==> src/rtl/net_tx_segmenter_pkg.sv <==
`default_nettype none
// ============================================================================
//  Module      : network_types (package)
//  Description : Shared types for the TX segmentation path: header magic,
//                packed segment header layout and segmenter state encoding.
//  Revision    : 1.0 - initial release
// ============================================================================
package network_types;

    // Fixed marker in every segment header so the receiver can sanity-check framing
    localparam logic [7:0] NET_HDR_MAGIC = 8'hA5;

    // Header occupies the low 48 bits of the header beat; msg_id sits in bits [15:0]
    typedef struct packed {
        logic [7:0]  magic;
        logic [7:0]  dest;
        logic [15:0] seg_idx;
        logic [15:0] msg_id;
    } net_seg_hdr_t;

    typedef enum logic [1:0] {
        ST_IDLE = 2'd0,
        ST_HDR  = 2'd1,
        ST_BODY = 2'd2
    } seg_state_t;

endpackage
`default_nettype wire

==> src/rtl/net_tx_segmenter_out_slot.sv <==
`default_nettype none
// ============================================================================
//  Module      : axis_out_slot
//  Description : One-entry registered AXI-Stream output stage. All outputs
//                come from flops; "free" tells the producer it may load.
//  Revision    : 1.0 - initial release
// ============================================================================
module axis_out_slot #(
    parameter int DATA_BITS = 512
) (
    input  logic                   clk_i,
    input  logic                   rst_ni,
    input  logic                   load_i,
    input  logic [DATA_BITS-1:0]   data_i,
    input  logic [DATA_BITS/8-1:0] keep_i,
    input  logic                   last_i,
    input  logic                   ready_i,
    output logic                   valid_o,
    output logic [DATA_BITS-1:0]   data_o,
    output logic [DATA_BITS/8-1:0] keep_o,
    output logic                   last_o,
    output logic                   free_o
);

    logic                   valid_q;
    logic [DATA_BITS-1:0]   data_q;
    logic [DATA_BITS/8-1:0] keep_q;
    logic                   last_q;

    // Slot can accept a new beat when empty or when its current beat leaves this cycle
    assign free_o  = !valid_q || ready_i;
    assign valid_o = valid_q;
    assign data_o  = data_q;
    assign keep_o  = keep_q;
    assign last_o  = last_q;

    // Load only happens while free, so payload stays frozen during a stall
    always_ff @(posedge clk_i or negedge rst_ni) begin
        if (!rst_ni) begin
            valid_q <= 1'b0;
            data_q  <= '0;
            keep_q  <= '0;
            last_q  <= 1'b0;
        end else if (load_i) begin
            valid_q <= 1'b1;
            data_q  <= data_i;
            keep_q  <= keep_i;
            last_q  <= last_i;
        end else if (ready_i) begin
            valid_q <= 1'b0;
        end
    end

endmodule
`default_nettype wire

==> src/rtl/net_tx_segmenter.sv <==
`default_nettype none
// ============================================================================
//  Module      : net_tx_segmenter
//  Description : Splits AXI-Stream messages into packets of at most
//                MAX_SEG_BEATS payload beats, each preceded by a header beat
//                carrying message id, segment index and destination node.
//  Revision    : 1.0 - initial release
// ============================================================================
module net_tx_segmenter
    import network_types::*;
#(
    parameter int MAX_SEG_BEATS = 22,
    parameter int DATA_BITS     = 512
) (
    input  logic                   aclk,
    input  logic                   aresetn,
    input  logic [DATA_BITS-1:0]   s_axis_tdata,
    input  logic [DATA_BITS/8-1:0] s_axis_tkeep,
    input  logic                   s_axis_tvalid,
    input  logic                   s_axis_tlast,
    output logic                   s_axis_tready,
    output logic [DATA_BITS-1:0]   m_axis_tdata,
    output logic [DATA_BITS/8-1:0] m_axis_tkeep,
    output logic                   m_axis_tvalid,
    output logic                   m_axis_tlast,
    input  logic                   m_axis_tready,
    input  logic [7:0]             dest_node,
    output logic [31:0]            pkt_count,
    output logic [31:0]            msg_count
);

    localparam int          KEEP_BITS   = DATA_BITS / 8;
    localparam logic [15:0] C_LAST_BEAT = 16'(MAX_SEG_BEATS - 1);

    logic [1:0]             rst_sync_q;
    logic                   rst_n;
    seg_state_t             state_q, state_d;
    logic [15:0]            msg_id_q, msg_id_d;
    logic [15:0]            seg_idx_q, seg_idx_d;
    logic [15:0]            beat_cnt_q, beat_cnt_d;
    logic [31:0]            msg_count_q, msg_count_d;
    logic [31:0]            pkt_count_q;
    net_seg_hdr_t           hdr;
    logic                   in_hs;
    logic                   slot_free;
    logic                   slot_load;
    logic [DATA_BITS-1:0]   slot_data;
    logic [KEEP_BITS-1:0]   slot_keep;
    logic                   slot_last;

    // Reset asserts immediately but releases two clocks later, aligned to aclk
    always_ff @(posedge aclk or negedge aresetn) begin
        if (!aresetn) rst_sync_q <= 2'b00;
        else          rst_sync_q <= {rst_sync_q[0], 1'b1};
    end
    assign rst_n = rst_sync_q[1];

    assign hdr           = '{magic: NET_HDR_MAGIC, dest: dest_node, seg_idx: seg_idx_q, msg_id: msg_id_q};
    assign s_axis_tready = (state_q == ST_BODY) && slot_free;
    assign in_hs         = s_axis_tvalid && s_axis_tready;
    assign pkt_count     = pkt_count_q;
    assign msg_count     = msg_count_q;

    // Next-state logic: header load in IDLE/HDR, payload pass-through and segment accounting in BODY
    always_comb begin
        state_d     = state_q;
        msg_id_d    = msg_id_q;
        seg_idx_d   = seg_idx_q;
        beat_cnt_d  = beat_cnt_q;
        msg_count_d = msg_count_q;
        slot_load   = 1'b0;
        slot_data   = '0;
        slot_keep   = '0;
        slot_last   = 1'b0;
        case (state_q)
            ST_IDLE, ST_HDR: begin
                // A new message waits for valid; a continuation header goes out regardless
                if (slot_free && (s_axis_tvalid || (state_q == ST_HDR))) begin
                    slot_load = 1'b1;
                    slot_data = DATA_BITS'(hdr);
                    slot_keep = '1;
                    state_d   = ST_BODY;
                end
            end
            ST_BODY: begin
                if (in_hs) begin
                    slot_load = 1'b1;
                    slot_data = s_axis_tdata;
                    slot_keep = s_axis_tkeep;
                    slot_last = s_axis_tlast || (beat_cnt_q == C_LAST_BEAT);
                    if (slot_last) begin
                        beat_cnt_d = '0;
                        // Message end wins when it coincides with a full segment
                        if (s_axis_tlast) begin
                            msg_id_d    = msg_id_q + 16'd1;
                            seg_idx_d   = '0;
                            msg_count_d = msg_count_q + 32'd1;
                            state_d     = ST_IDLE;
                        end else begin
                            seg_idx_d   = seg_idx_q + 16'd1;
                            state_d     = ST_HDR;
                        end
                    end else begin
                        beat_cnt_d = beat_cnt_q + 16'd1;
                    end
                end
            end
            default: state_d = ST_IDLE;
        endcase
    end

    // State and per-message bookkeeping registers
    always_ff @(posedge aclk or negedge rst_n) begin
        if (!rst_n) begin
            state_q     <= ST_IDLE;
            msg_id_q    <= '0;
            seg_idx_q   <= '0;
            beat_cnt_q  <= '0;
            msg_count_q <= '0;
        end else begin
            state_q     <= state_d;
            msg_id_q    <= msg_id_d;
            seg_idx_q   <= seg_idx_d;
            beat_cnt_q  <= beat_cnt_d;
            msg_count_q <= msg_count_d;
        end
    end

    // Count packets as they actually leave on the output
    always_ff @(posedge aclk or negedge rst_n) begin
        if (!rst_n)                                            pkt_count_q <= '0;
        else if (m_axis_tvalid && m_axis_tready && m_axis_tlast) pkt_count_q <= pkt_count_q + 32'd1;
    end

    axis_out_slot #(
        .DATA_BITS (DATA_BITS)
    ) u_out_slot (
        .clk_i   (aclk),
        .rst_ni  (rst_n),
        .load_i  (slot_load),
        .data_i  (slot_data),
        .keep_i  (slot_keep),
        .last_i  (slot_last),
        .ready_i (m_axis_tready),
        .valid_o (m_axis_tvalid),
        .data_o  (m_axis_tdata),
        .keep_o  (m_axis_tkeep),
        .last_o  (m_axis_tlast),
        .free_o  (slot_free)
    );

endmodule
`default_nettype wire

==> config.mk <==
export PLATFORM = sky130hd
export DESIGN_NAME = net_tx_segmenter
export DESIGN_NICKNAME = d
export VERILOG_FILES = /design/src/rtl/net_tx_segmenter_pkg.sv /design/src/rtl/net_tx_segmenter_out_slot.sv /design/src/rtl/net_tx_segmenter.sv
export SDC_FILE = /design/constraint.sdc
export NUM_CORES = 1
export LEC_CHECK = 0
export BUFFER_PORTS_ARGS = -buffer_cell sky130_fd_sc_hd__buf_2
export CAP_MARGIN = 20
export CORE_AREA = 2 2 478 480
export CTS_CLUSTER_DIAMETER = 200
export CTS_CLUSTER_SIZE = 14
export DETAILED_ROUTE_END_ITERATION = 6
export DIE_AREA = 0 0 480 482
export PLACE_DENSITY = 0.3
export SLEW_MARGIN = 20
export SYNTH_ARGS = -nofsm -noshare
export SYNTH_HDL_FRONTEND = slang
export SYNTH_SLANG_ARGS = --single-unit
==> constraint.sdc <==
create_clock -name aclk -period 21.3 [get_ports aclk]
set_clock_uncertainty 0.15 [all_clocks]
set_input_delay 2.13 -clock aclk [delete_from_list [all_inputs] [get_ports aclk]]
set_output_delay 2.13 -clock aclk [all_outputs]
set_load 0.05 [all_outputs]
# Word-level counts from Yosys, hierarchy flattened
# Cells that the tools add are included.
dict set report op_classes {
  addsub 5
  n_eq_ne 6
  mux 20
  n_reduce_logical 16
}
# operator n
set op_table {}
lappend op_table {{$pmux W512 S2} 1}
lappend op_table {{$mux W512} 1}
lappend op_table {{$mux W64} 2}
lappend op_table {{$pmux W64 S2} 1}
lappend op_table {{$add A32 B1 Y32 const B} 2}
lappend op_table {{$add A16 B1 Y16 const B} 3}
lappend op_table {{$mux W48} 1}
lappend op_table {{$mux W16} 2}
lappend op_table {{$eq A16 B5 Y1 const B} 1}
lappend op_table {{$mux W1} 7}
lappend op_table {{$mux W2} 3}
lappend op_table {{$reduce_and A3 Y1} 2}
lappend op_table {{$logic_and A1 B1 Y1} 5}
lappend op_table {{$ne A2 B2 Y1 const B} 2}
lappend op_table {{$pmux W2 S2} 1}
lappend op_table {{$reduce_and A4 Y1} 1}
lappend op_table {{$logic_or A1 B1 Y1} 3}
lappend op_table {{$eq A2 B1 Y1 const B} 1}
lappend op_table {{$eq A2 B2 Y1 const B} 1}
lappend op_table {{$logic_not A2 Y1} 1}
lappend op_table {{$ne A2 B1 Y1 const B} 1}
lappend op_table {{$pmux W1 S2} 1}
lappend op_table {{$reduce_and A2 Y1} 1}
lappend op_table {{$reduce_bool A2 Y1} 1}
lappend op_table {{2 further kinds} 2}
dict set report totals {
  reg_bits 694
  inputBits 589
  output_inout_bits 643
  word_cells 58
}

# Depth between registers and ports, before layout
# Gate-level depths: netlist of the first run.
dict set report logic_depth {
  ltp_word 7
  ltp_mapped 8
  ltp_nobuf 7
}

# Hierarchy
# A second synthesis of the first run with hierarchy kept.
dict set report hier_totals {
  hier_cells 2447
  area_unflattened_um2 33065.5
}
# module n_inst cells_per_inst area_per_inst_um2 seq_area_each_um2
set by_module_without_submodules {}
lappend by_module_without_submodules {axis_out_slot 1 1221 23582.6 14463.9}
lappend by_module_without_submodules {net_tx_segmenter 1 1226 9482.8 2902.8}

# Worst setup path before layout of the first run
# No wires, ideal clock.
dict set report synth_path {
  kind {in2out}
  startpoint {in m_axis_tready}
  endpoint {out s_axis_tready}
  arrival_ns 2.854
  t_required_ns 19.020
  setup_slack_ns 16.166
  stages 2
  path_buffers 0
  cell_sequence {nor2b_1 -> nor2_1}
}
dict set report synth_between {
  elab_chain_len 2
}
# item line
set synth_lines {}
lappend synth_lines {{from (decl)} net_tx_segmenter.sv:26} ;# input logic m_axis_tready,
lappend synth_lines {{$logic_or A1 B1 Y1} net_tx_segmenter_out_slot.sv:31} ;# assign free_o = !valid_q || ready_i;
lappend synth_lines {{$logic_and A1 B1 Y1} net_tx_segmenter.sv:59} ;# assign s_axis_tready = (state_q == ST_BODY) && slot_free;
lappend synth_lines {{to (decl)} net_tx_segmenter.sv:21} ;# output logic s_axis_tready,
# No other way between the ends.

# Worst setup path in the final report of the first run
dict set report layout_path {
  startpoint {in m_axis_tready}
  endpoint {reg u_out_slot.data_q[338], in the netlist u_out_slot.data_o[338]}
}
dict set report layout_between {
  elab_chain_len 5
  elab_cells_between_ends 9
  cone_classes {mux (5); reduce/logical (4)}
}
# item line
set layout_lines {}
lappend layout_lines {{$logic_or A1 B1 Y1 *} net_tx_segmenter_out_slot.sv:31}
lappend layout_lines {{$logic_and A1 B1 Y1} net_tx_segmenter.sv:59}
lappend layout_lines {{$logic_and A1 B1 Y1} net_tx_segmenter.sv:60} ;# assign in_hs = s_axis_tvalid && s_axis_tready;
lappend layout_lines {{$mux W512 or $mux W1 (tied branches)} net_tx_segmenter.sv:86} ;# if (in_hs) begin
lappend layout_lines {{$pmux W512 S2 or $pmux W1 S2 (tied branches)} net_tx_segmenter.sv:75} ;# case (state_q)
lappend layout_lines {{to (signal assigned)} net_tx_segmenter_out_slot.sv:46} ;# data_q <= data_i;
lappend layout_lines {{to (decl)} net_tx_segmenter_out_slot.sv:26} ;# logic [DATA_BITS-1:0] data_q;
# Every way passes the cells marked *; elsewhere a longest branch is shown, timed or not.
# A chain may end at the register's enable or synchronous reset.

==> results of run 1 <==
## through the flow
step	cells	utilization [%]
finish	6228	16.5
global route	6209	16.4
CTS	6201	16.4
detailed placement	6136	15.7
global placement	6136	15.7
floorplan	2019	-
## routing by layer
metal	wire length, um	track usage, %	share of wire (%)
met4	4330	3.24	2.6
met3	16900	6.03	10
met1	64500	15.9	38
met2	82600	23.8	49
met5	172	0	0.10
## placed cells by master (no fill, tap or decap), types with 17 or more instances in the layout
| master | netlist | final |
|---|---|---|
| a22o_1 | 468 | 468 |
| a22oi_1 | 39 | 39 |
| and3_1 | 18 | 17 |
| buf_2 | 3 | 1231 |
| buf_4 | 0 | 25 |
| clkbuf_16 | 0 | 58 |
| dfrtp_1 | 694 | 693 |
| diode_2 | 0 | 26 |
| nand2_1 | 265 | 265 |
| nand3_1 | 113 | 112 |
| nand4_1 | 29 | 29 |
| nor2_1 | 26 | 25 |
| o21ai_0 | 19 | 19 |
| xnor2_1 | 63 | 63 |
| xor2_1 | 23 | 23 |
## cell type report
cell class                      instances  area share [%]
Multi-Input combinational cell       1168            21.6
Clock inverter                          6           0.235
Timing Repair Buffer                 1259            17.2
Antenna cell                           26           0.175
Sequential cell                       694            46.6
Clock buffer                           59            3.91
Inverter                                7          0.0705
Tap cell                             3009            10.1
## final timing paths
kind	start	endpoint	slack, ns	cells after the start
min in group asynchronous	rst_sync_q[1]	u_out_slot.data_o[216]	0.31	0
max reg2reg	state_q[1]	u_out_slot.data_o[338]	16.49	6
min reg2reg	rst_sync_q[0]	rst_sync_q[1]	0.20	0
min	rst_sync_q[0]	rst_sync_q[1]	0.20	0
max	m_axis_tready	u_out_slot.data_o[338]	15.40	7
max in group asynchronous	rst_sync_q[1]	u_out_slot.data_o[9]	16.50	5
## flip-flops by register name, summed over array words and instances (netlist names)
name	flops
beat_cnt_q	16
msg_count	32
msg_id_q	16
pkt_count	32
rst_sync_q	2
seg_idx_q	16
state_q	2
u_out_slot.data_o	512
u_out_slot.keep_o	64
u_out_slot.last_o	1
u_out_slot.valid_o	1
## kinds of logic (layout without fill, tap and decap cells)
kind of cell / count (synthesis) / after routing / share of synthesized area [%]
AO/OA/AOI/OAI: 557 / 557 / 18.2
adder cells (fa/ha/maj): 6 / 6 / 0.289
multiplexers: 2 / 2 / 0.0818
flip-flops: 694 / 694 / 66.8
AND/OR/NAND/NOR: 516 / 516 / 9.31
XOR/XNOR: 86 / 86 / 2.90
other: 1 / 27 / 0.0144
buffers and inverters: 157 / 1331 / 2.38
## power by group through the flow
stage / Combinational (mW) / Sequential, mW / Clock (mW)
CTS: 4.00 / 2.29 / 1.13
global placement: 4.00 / 2.31 / 0
floorplan: 0.782 / 4.05 / 0
finish: 3.90 / 2.29 / 1.06
detailed placement: 3.99 / 2.30 / 0
global route: 4.13 / 2.36 / 1.16
## worst reg2reg max path: cells and delay by family, from the launching register on
family	cells	cell delay, ns
buffers and inverters	3	2.56
AND/OR/NAND/NOR	2	1.27
AO/OA/AOI/OAI	1	0.38
flip-flops	1	0.41
==> impl_metrics.yaml, run 1 <==
status:
  status: "finished clean"
sta:
  fmax_mhz: 170
  timing.final.crit_share_pct: 27.7
  holdWs_ns: 0.204
  rsz0062_at_grt: "no"
  setup-tns-final_ns: 0
  setup_ws_ns: 15.40
  drv_slew: 0
  max_slew_margin_pct: 28.4
  min_period_ns: 5.90
  setup_violations: 0
  worstMarginPinSlew_ns: 1.07
  hold_viol_final: 0
worst_setup_path:
  path_cells: "buf_2 > nand2b_1 > and3_4 > buf_12 > buf_4 > buf_4 > a22o_1"
  crit_path_max_incr_delay_ns: 0.83
  start_kind: "primary input"
  worst_ep_required_time_ns: 21.81
  cp_top_family: "buffers and inverters"
  crit_top_cell: "buf_4"
  critical_path_class: "primary input to flip-flop"
  end_kind: "flip-flop"
  cp_data_arrival_time_ns: 6.41
  cp_slowest_cell: "and3_4"
  critPathMaxFanout: 165
  cp.buffers_inverters: 4
synth:
  ys_seq_area_share_pct: 66.8
  synth.avg_cell_area_um2: 12.9
  synth_most_common_cell: "dfrtp_1"
  synth_cells: 2019
  syn_area_um2: 26000
  syn_nets: 2614
  ys_ff_latch: 694
  ys_async_sr_fraction_pct: 100
  synthTopCellsByArea: "dfrtp_1 67%, a22o_1 16%, nand2_1 3.8%"
  ys_warn_count: 0
  synth_ff_type: "dfrtp_1"
  synthTopCellsByCount: "694 x dfrtp_1, 468 x a22o_1, 265 x nand2_1"
  synth_top_area_share_pct: 66.8
  synth_edf_count: 0
  yosysUniqueCellTypes: 51
  netlist.top_cell.by_area: "dfrtp_1"
clock_tree:
  clock_sinks: 694
  clk_latency_ns: 0.72
  postCtsSetupBuffers: 0
  cts_root_buf: "clkbuf_16"
  cts.reportedPaths.clkPinSlew_ns: 0.08
  clockBufferDepth: 3
  htreeDepth: 2
  numCtsBuffers: 57
  cts_hold_buf: 0
  cts_resized: 0
  cts_tree: "yes"
global_route:
  gr-total-overflow: 0
  grt_pass1_vias: 22880
  track_usage_pct: 13.9
  grt_max_degree: 166
  grt_pass1_wl_um: 220000
  antenna_found_initial: 121
final_layout:
  multi_input_area_um2: 8060
  layout-drive-gt1-share_pct: 42.1
  area_delta_synth_final_pct: 43.2
  regArea_um2: 17400
  fillCellCount: 25332
  fin_nets: 3782
  design_area_um2: 37200
place:
  dp_hpwl_um: 135000
  placed_area_um2: 35600
  port_buffers: 1231
  place_congestion: 0.789
  place_ws_ns: 14.67
worst_hold_path:
  hold_class: "flip-flop to flip-flop"
routing:
  wl_per_cell_um: 27.1
  wl_um: 169000
  dr.pass1.iters: 5
  routed_via_density: 3.57
  drt-initial-drc-count: 1282
  drc_errors: 0
  vias: 22237
  ant_nets: 0
floorplan:
  die_h_um: 482
  die_w_um: 480
  num_rows: 175
  start_util_pct: 11.5
  core_area_um2: 226000
  io_pins: 1232
  die_area_um2: 231000
power:
  vdd_drop_max_mv: 0.0850
  p_switching_mw: 4.06
  p_leak_nw: 18.7
  p_clk_share_pct: 14.6
  internal-power_mw: 3.19
  combPwrFrac_pct: 53.8
  power_density_nw_per_um2: 195
  swShare_pct: 56.1
  p_total_mw: 7.25
  seq_power_share_pct: 31.6
job:
  maxCapViolations: 0
Note: power is estimated with default switching activity, not from simulation.
==> inputs of run 2 (changes only) <==
--- a/config.mk
+++ b/config.mk
@@ -5,13 +5,14 @@
 export SDC_FILE = /design/constraint.sdc
 export NUM_CORES = 1
 export LEC_CHECK = 0
+export ABC_AREA = 1
 export BUFFER_PORTS_ARGS = -buffer_cell sky130_fd_sc_hd__buf_2
 export CAP_MARGIN = 20
-export CORE_AREA = 2 2 478 480
+export CORE_AREA = 2 2 476 478
 export CTS_CLUSTER_DIAMETER = 200
 export CTS_CLUSTER_SIZE = 14
 export DETAILED_ROUTE_END_ITERATION = 6
-export DIE_AREA = 0 0 480 482
+export DIE_AREA = 0 0 478 480
 export PLACE_DENSITY = 0.3
 export SLEW_MARGIN = 20
 export SYNTH_ARGS = -nofsm -noshare
==> constraint.sdc (replaced) <==
create_clock -name aclk -period 4.9 [get_ports aclk]
set_clock_uncertainty 0.15 [all_clocks]
set_input_delay 0.49 -clock aclk [delete_from_list [all_inputs] [get_ports aclk]]
set_output_delay 0.49 -clock aclk [all_outputs]
set_load 0.05 [all_outputs]
==> impl_metrics.yaml, run 2 <==
floorplan:
  die_h_um: 480
  die_area_um2: 229000
  start_util_pct: 12.2
  io_pins: 1232
  die_w_um: 478
  num_rows: 174
  core_area_um2: 224000
power:
  power_density_nw_per_um2: 654
  p_leak_nw: 21.9
  swShare_pct: 53.4
  p_switching_mw: 15.6
  vdd_drop_max_mv: 0.298
  combPwrFrac_pct: 52.8
  internal-power_mw: 13.6
  p_clk_share_pct: 15.7
  seq_power_share_pct: 31.5
routing:
  ant_nets: 0
  routed_via_density: 3.68
  wl_per_cell_um: 23.8
  dr.pass1.iters: 6
  drt-initial-drc-count: 1658
  wl_um: 173000
  vias: 26846
  drc_errors: 0
synth:
  synth_ff_type: "dfrtp_1"
  synthTopCellsByCount: "694 x dfrtp_1, 597 x nand2_1, 468 x a22o_1"
  synth_edf_count: 0
  netlist.top_cell.by_area: "dfrtp_1"
  ys_async_sr_fraction_pct: 100
  syn_nets: 3089
  synth_cells: 2494
  yosysUniqueCellTypes: 29
  synth_most_common_cell: "dfrtp_1"
  synth.avg_cell_area_um2: 11.0
  ys_ff_latch: 694
  ys_seq_area_share_pct: 63.4
  synthTopCellsByArea: "dfrtp_1 63%, a22o_1 15%, nand2_1 8.2%"
  ys_warn_count: 0
  syn_area_um2: 27400
  synth_top_area_share_pct: 63.4
status:
  status: "finished clean"
final_layout:
  layout-drive-gt1-share_pct: 31.7
  area_delta_synth_final_pct: 62.5
  design_area_um2: 44500
  fillCellCount: 24914
  fin_nets: 4856
  stdcell_count: 7296
  multi_input_area_um2: 8970
  fin_util_pct: 19.9
  layout_common_cells: "1231 x buf_2, 693 x dfrtp_1, 597 x nand2_1"
  layout_commonest_cell: "buf_2"
  regArea_um2: 17400
  largest_register_ff_count: 512
worst_setup_path:
  start_kind: "primary input"
  worst_ep_required_time_ns: 5.36
  end_kind: "flip-flop"
  critPathMaxFanout: 94
  cp_data_arrival_time_ns: 3.68
  timing.rr.start: "u_out_slot.valid_o"
  critical_path_class: "primary input to flip-flop"
  crit_start: "m_axis_tready"
clock_tree:
  cts.reportedPaths.clkPinSlew_ns: 0.08
  postCtsSetupBuffers: 0
  numCtsBuffers: 56
  cts_tree: "yes"
  clockBufferDepth: 3
  cts_resized: 0
  htreeDepth: 2
  clock_sinks: 694
  cts_root_buf: "clkbuf_16"
  clk_latency_ns: 0.72
sta:
  min_period_ns: 3.22
  fmax_mhz: 311
  drv_slew: 0
  setup_violations: 0
  hold_viol_final: 0
  max_slew_margin_pct: 30.8
  holdWs_ns: 0.0170
  worstMarginPinSlew_ns: 1.04
  timing.final.crit_share_pct: 65.7
  rsz0062_at_grt: "no"
global_route:
  antenna_found_initial: 107
  track_usage_pct: 14.5
  grt_max_degree: 146
  grt_pass1_vias: 27545
  grt_pass1_wl_um: 235000
  gr-total-overflow: 0
worst_hold_path:
  hold_class: "primary input to flip-flop"
  min_from: "s_axis_tkeep[51]"
place:
  dp_cells: 6611
  port_buffers: 1231
  place_congestion: 0.838
  placed_area_um2: 37100
  dp_hpwl_um: 137000
job:
  maxCapViolations: 0
run 2: cell type report:
type / instances / share of cell area [%]
tap: 2992 / 8.40
clock inverter: 4 / 0.157
antenna: 40 / 0.225
clock buffer: 57 / 3.20
timing repair buffer: 1859 / 28.0
inverter: 101 / 0.885
multi-input combinational: 1549 / 20.1
sequential: 694 / 39.0
run 2: path summary, 6_finish.rpt:
kind	to	slack (ns)	depth (start not counted)
min in group asynchronous	u_out_slot.data_o[87]	0.25	0
max reg2reg	u_out_slot.data_o[39]	1.75	8
max	u_out_slot.data_o[39]	1.68	11
max in group asynchronous	u_out_slot.data_o[247]	3.13	1
min	u_out_slot.keep_o[51]	0.02	3
min reg2reg	rst_sync_q[1]	0.21	0
run 2: per-layer routing:
| layer | vias up | global-route usage [%] | wire length [um] |
|---|---|---|---|
| li1 | 12196 | - | - |
| met1 | 13248 | 18.9 | 75600 |
| met2 | 1137 | 24.0 | 81900 |
| met3 | 237 | 3.69 | 11800 |
| met4 | 28 | 3.06 | 3960 |
| met5 | - | 0 | 196 |
run 2: power by group through the flow:
stage          Sequential (mW)  Clock [mW]  Combinational (mW)
2_1_floorplan             15.9           0                3.39
3_3_place_gp              9.28           0                15.2
3_5_place_dp              9.23           0                15.2
4_1_cts                   9.17        4.83                15.7
5_1_grt                   9.45        4.97                16.2
6_report                  9.19        4.56                15.4
run 2: cells by family (layout without fill, tap and decap cells):
| family | after synthesis | after routing | synth area share [%] |
|---|---|---|---|
| other | 1 | 41 | 0.0137 |
| AND/OR/NAND/NOR | 958 | 958 | 14.3 |
| adder cells (fa/ha/maj) | 6 | 6 | 0.274 |
| buffers and inverters | 251 | 2021 | 4.01 |
| flip-flops | 694 | 694 | 63.4 |
| XOR/XNOR | 51 | 51 | 1.63 |
| AO/OA/AOI/OAI | 533 | 533 | 16.4 |
run 2: what timing repair did:
action,in CTS,in global routing
endpoints found under the hold margin,580,0
hold buffers,584,0
endpoints found under the setup margin,0,0
run 2: stage by stage:
step	setup WS, ns	power [mW]	TNS (ns)
2_1_floorplan	-1.96	19.3	-1354.12
3_3_place_gp	1.81	24.5	0
3_5_place_dp	1.78	24.4	0
4_1_cts	1.58	29.7	0
5_1_grt	1.48	30.6	0
6_report	1.68	29.2	0
run 2: critical path, cell delays in order:
cell and delay (ns):
dlygate4sd3_1 0.53, buf_2 0.15, inv_2 0.06, nand2_2 0.12
nand3_4 0.28, nand2_1 0.21, inv_8 0.55, buf_4 0.50
nand2_1 0.11, nand3_1 0.08, dlygate4sd3_1 0.54
